==> src/rtl/tile_xfer_sched.sv <==
// Tile transfer scheduler: splits a DATA_SIZE-word task into TILE_SIZE-word
// tiles and sequences one load/store handshake pair per tile.
module tile_xfer_sched #(
  parameter int AW        = 12,
  parameter int DW        = 32,
  parameter int DATA_SIZE = 1024,
  parameter int TILE_SIZE = 128
) (
  input  logic          clk,
  input  logic          rst,
  input  logic          config_done,
  input  logic [DW-1:0] param_raddr,
  input  logic [DW-1:0] param_waddr,
  output logic          load_data_start,
  input  logic          load_data_done,
  output logic          store_data_start,
  input  logic          store_data_done,
  output logic [DW-1:0] tile_raddr,
  output logic [DW-1:0] tile_waddr,
  output logic [AW-1:0] tile_len,
  output logic [15:0]   tile_idx,
  output logic          busy,
  output logic          task_done,
  output logic [2:0]    fsm_state
);

  localparam int NTILE    = (DATA_SIZE + TILE_SIZE - 1) / TILE_SIZE;
  localparam int LAST_LEN = DATA_SIZE - (NTILE - 1) * TILE_SIZE;

  localparam logic [15:0]   LAST_IDX = 16'(NTILE - 1);
  localparam logic [AW-1:0] FULL_LEN = AW'(TILE_SIZE);
  localparam logic [AW-1:0] TAIL_LEN = AW'(LAST_LEN);
  localparam logic [DW-1:0] STEP     = DW'(TILE_SIZE * (DW / 8));

  // Handshakes: each *_start is a one-cycle request; the matching *_done
  // pulse is honoured only in the corresponding *_WAIT state, never buffered.
  typedef enum logic [2:0] {
    S_IDLE       = 3'd0,
    S_LOAD       = 3'd1,
    S_LOAD_WAIT  = 3'd2,
    S_STORE      = 3'd3,
    S_STORE_WAIT = 3'd4,
    S_NEXT       = 3'd5,
    S_DONE       = 3'd6
  } state_t;

  state_t state, state_d;

  assign fsm_state = state;

  always_ff @(posedge clk) begin
    if (rst) state <= S_IDLE;
    else     state <= state_d;
  end

  always_comb begin
    state_d = state;
    unique case (state)
      S_IDLE:       if (config_done) state_d = S_LOAD;
      S_LOAD:       state_d = S_LOAD_WAIT;
      S_LOAD_WAIT:  if (load_data_done) state_d = S_STORE;
      S_STORE:      state_d = S_STORE_WAIT;
      S_STORE_WAIT: if (store_data_done)
                      state_d = (tile_idx == LAST_IDX) ? S_DONE : S_NEXT;
      S_NEXT:       state_d = S_LOAD;
      S_DONE:       state_d = S_IDLE;
      default:      state_d = S_IDLE;
    endcase
  end

  // Pulses are registered from the next state so they line up with the state.
  always_ff @(posedge clk) begin
    if (rst) begin
      load_data_start  <= 1'b0;
      store_data_start <= 1'b0;
      busy             <= 1'b0;
      task_done        <= 1'b0;
      tile_idx         <= '0;
      tile_len         <= '0;
      tile_raddr       <= '0;
      tile_waddr       <= '0;
    end else begin
      load_data_start  <= (state_d == S_LOAD);
      store_data_start <= (state_d == S_STORE);
      busy             <= (state_d != S_IDLE) && (state_d != S_DONE);
      task_done        <= (state_d == S_DONE);
      if (state == S_IDLE && config_done) begin
        tile_raddr <= param_raddr;
        tile_waddr <= param_waddr;
        tile_idx   <= '0;
        tile_len   <= (NTILE == 1) ? TAIL_LEN : FULL_LEN;
      end else if (state == S_NEXT) begin
        tile_raddr <= tile_raddr + STEP;
        tile_waddr <= tile_waddr + STEP;
        tile_idx   <= tile_idx + 16'd1;
        tile_len   <= ((tile_idx + 16'd1) == LAST_IDX) ? TAIL_LEN : FULL_LEN;
      end
    end
  end

endmodule
==> config.mk <==
export PLATFORM = sky130hd
export DESIGN_NAME = tile_xfer_sched
export DESIGN_NICKNAME = d
export VERILOG_FILES = /design/src/rtl/tile_xfer_sched.sv
export SDC_FILE = /design/constraint.sdc
export NUM_CORES = 1
export LEC_CHECK = 0
export ABC_CLOCK_PERIOD_IN_PS = 2200
export CORE_ASPECT_RATIO = 0.9
export CORE_UTILIZATION = 44
export CTS_CLUSTER_DIAMETER = 80
export CTS_CLUSTER_SIZE = 8
export DETAILED_ROUTE_END_ITERATION = 8
export PLACE_DENSITY_LB_ADDON = 0.1
export SLEW_MARGIN = 25
export SYNTH_ARGS = -nofsm -noshare
export SYNTH_HDL_FRONTEND = slang
export SYNTH_SLANG_ARGS = --single-unit
==> constraint.sdc <==
create_clock -name clk -period 2.2 [get_ports clk]
set_input_delay 0.44 -clock clk [delete_from_list [all_inputs] [get_ports clk]]
set_output_delay 0.44 -clock clk [all_outputs]
set_load 0.03 [all_outputs]
==> metrics, run 1 <==
First-pass DRT Iterations 5; Core ar. 9249 sq um; area leader, netlist dfxtp_1; Final #Nets 768; CP endpoint kind output port; Seq/Total Area, Yosys 0.4127; pwr dens 666.1 nW/um^2; Max Cap Viol 0; Std-Cell Rows 33; # IOs 168; Worst Hold Class input port to register; top cells by count, synth 88 x dfxtp_1, 75 x nand2_1, 37 x nor2_1; initial antenna violation count 0; status completed; FF-to-FF setup slack 0.16 ns; DP Area 6061 sq um; WP buf/inv 2; Port Buf Inserts 156; slowest stage delay, CP 0.69 ns; Slew @ Worst Pin 0.5321 ns; final core occ 0.6788; Mapped Cells 532; delay-heaviest family, CP buffers and inverters; CTS tree built; Final Critical Period 2.077 ns; Vias/cell 5.503; number of synthesized flops with an enable pin 0; Hold Vio Cnt, Final 0; number of global-route vias before repair 4081; Crit path arrival time 1.64 ns; unrepaired setup endpoints after global routing false; post-synth top area share 0.4127; Synth area leaders dfxtp_1 41%, nand2_1 6.6%, a21oi_1 4.2%; Worst EP required 1.76 ns; design area 6279 sq um; CTS sink count 88; DRC violations left 0; Ys Warns 0; Post-DP HPWL 8907 um; Final period util 0.9442; pin count of the biggest net entering global routing 69; Clock transition at path regs 0.09 ns; Mapped Area 4269 sq um; average size of a mapped cell 8.025 sq um; Slew Limit Fails 0; layout cell share with drive strength beyond 1 0.08131; Die H 95.45 um; Layout Cells excl Fill 823; critical path cell sequence buf_4 > clkdlybuf4s50_1; Lkg Pwr 2.135 nW; die area 10100 sq um; DP Cell Count 807; CP Launch Type register; fraction of registers with async set/reset 0; H-tree Lvls 3; DR vias 4529; type of the worst setup path register to output port; antenna cells 0; CP max stage cell clkdlybuf4s50_1; Slew HR 0.6453; P&R area growth vs syn 47.07%; Placer Congestion 0.8567; clock latency on the worst-skew pair 0.35 ns; maximum clock rate 0.4814 GHz; Overflow after GRT 0; routed len/inst 14.84 um; Sum Neg Setup Slack 0 ns; Max Clock Skew 0.01072 ns; top-count cell post-synth dfxtp_1; final setup vio count 0; drt initial violations 124; die width 105.8 um; CTS Buf Count 9; Synth Flop Type dfxtp_1; Yosys cell types 48; gr usage total 0.2408; global-route wire length before repair 19440 um; clk root buf clkbuf_8; CTS max path bufs 2; VDD IR max 0.0003809 V; Antenna Nets Post-Route 0; final WL 12210 um; Initial Utilization 0.4616; crit-path max FO 12; number of synthesized register bits 88
==> state kept, by name, indices dropped and copies added, names as in the netlist <==
name,flops
tile_len,1
fsm_state,3
busy,1
tile_raddr,32
tile_waddr,32
task_done,1
load_data_start,1
store_data_start,1
tile_idx,16
==> path summary, 6_finish.rpt <==
kind / from / endpoint / cells past startpoint
worst max-delay path: fsm_state[2] / fsm_state[2] / 2
worst min register to register: tile_raddr[7] / tile_raddr[7] / 2
worst max register to register: tile_waddr[9] / tile_waddr[28] / 4
worst min-delay path: rst / tile_raddr[15] / 2
==> routing by layer <==
metal	routed length, um	track usage	up-vias
met5	0	0	-
met4	102	0.05787	0
met3	1013	0.06972	9
met2	5596	0.3911	164
met1	5499	0.3165	2092
li1	-	-	2264
==> report_power, final <==
part           leakage [nW]  internal, mW  switching, mW
Clock                 0.102         0.593          0.578
Sequential            0.723          1.73          0.128
Combinational          1.31         0.509          0.648
Total                  2.14          2.83           1.35
==> stage by stage <==
step | power, mW | worst slack [ns] | hold WS [ns]
2_1_floorplan | 2.516 | 0.02075 | 0.5490
3_5_place_dp | 3.044 | -0.04704 | 0.4475
6_report | 4.182 | 0.1228 | 0.3983
3_3_place_gp | 3.024 | 0.02910 | 0.4410
5_1_grt | 4.394 | 0.04892 | 0.3861
4_1_cts | 4.214 | 0.06613 | 0.3737
==> worst register-to-register path, cell delays in order (launching register included) <==
cell and delay (ns):
dfxtp_1 0.43, nand2_1 0.13, or4_4 0.59, or4_1 0.53, a311oi_1 0.28
==> repair_timing <==
action | 4_1_cts | 5_1_grt
hold buffers | 0 | 0
endpoints found under the setup margin | 0 | 1
setup buffers | 0 | 0
resized for setup | 0 | 1
==> cell families (layout without fill, tap and decap cells) <==
group                    after synthesis  count (layout)  share of synthesized area
AO/OA/AOI/OAI                        126             126                     0.1803
other                                  1              11                  0.0008784
buffers and inverters                 56             215                    0.06008
AND/OR/NAND/NOR                      231             231                     0.2817
XOR/XNOR                              26              26                    0.05334
adder cells (fa/ha/maj)                3               3                   0.008793
flip-flops                            88              88                     0.4127
multiplexers                           1               1                   0.002345
==> layout make-up <==
class	count	area [sq um]
clock buffers	11	151.4
well taps	122	152.6
fillers	808	2970
repair buffers	187	1802
multi-input cells	398	2302
inverters	12	45.04
flip-flops and latches	88	1763
clock inverters	5	62.56
==> placed cells by master, fill, tap and decap left out, types with 12 or more instances in the layout <==
cell | synthesis | layout
nor2_1 | 37 | 37
or4_1 | 18 | 17
buf_4 | 11 | 30
a31oi_1 | 16 | 16
inv_1 | 12 | 12
xnor2_1 | 18 | 18
dfxtp_1 | 88 | 87
or3_1 | 13 | 13
nor3_1 | 13 | 13
o31ai_1 | 12 | 12
nand4_1 | 14 | 14
nand2_1 | 75 | 75
nand3_1 | 23 | 23
o21ai_0 | 33 | 33
clkdlybuf4s50_1 | 0 | 155
nor4_1 | 13 | 13
a21oi_1 | 36 | 36
No activity file was read; power rests on OpenSTA's default activity.
==> run 2: changes to the inputs <==
--- a/config.mk
+++ b/config.mk
@@ -11,8 +11,9 @@
 export CTS_CLUSTER_DIAMETER = 80
 export CTS_CLUSTER_SIZE = 8
 export DETAILED_ROUTE_END_ITERATION = 8
+export GPL_ROUTABILITY_DRIVEN = 0
 export PLACE_DENSITY_LB_ADDON = 0.1
-export SLEW_MARGIN = 25
+export SLEW_MARGIN = 5
 export SYNTH_ARGS = -nofsm -noshare
 export SYNTH_HDL_FRONTEND = slang
 export SYNTH_SLANG_ARGS = --single-unit
==> results of run 2 <==
Same layout as run 1: the final DEF is identical, and so are final timing and power.
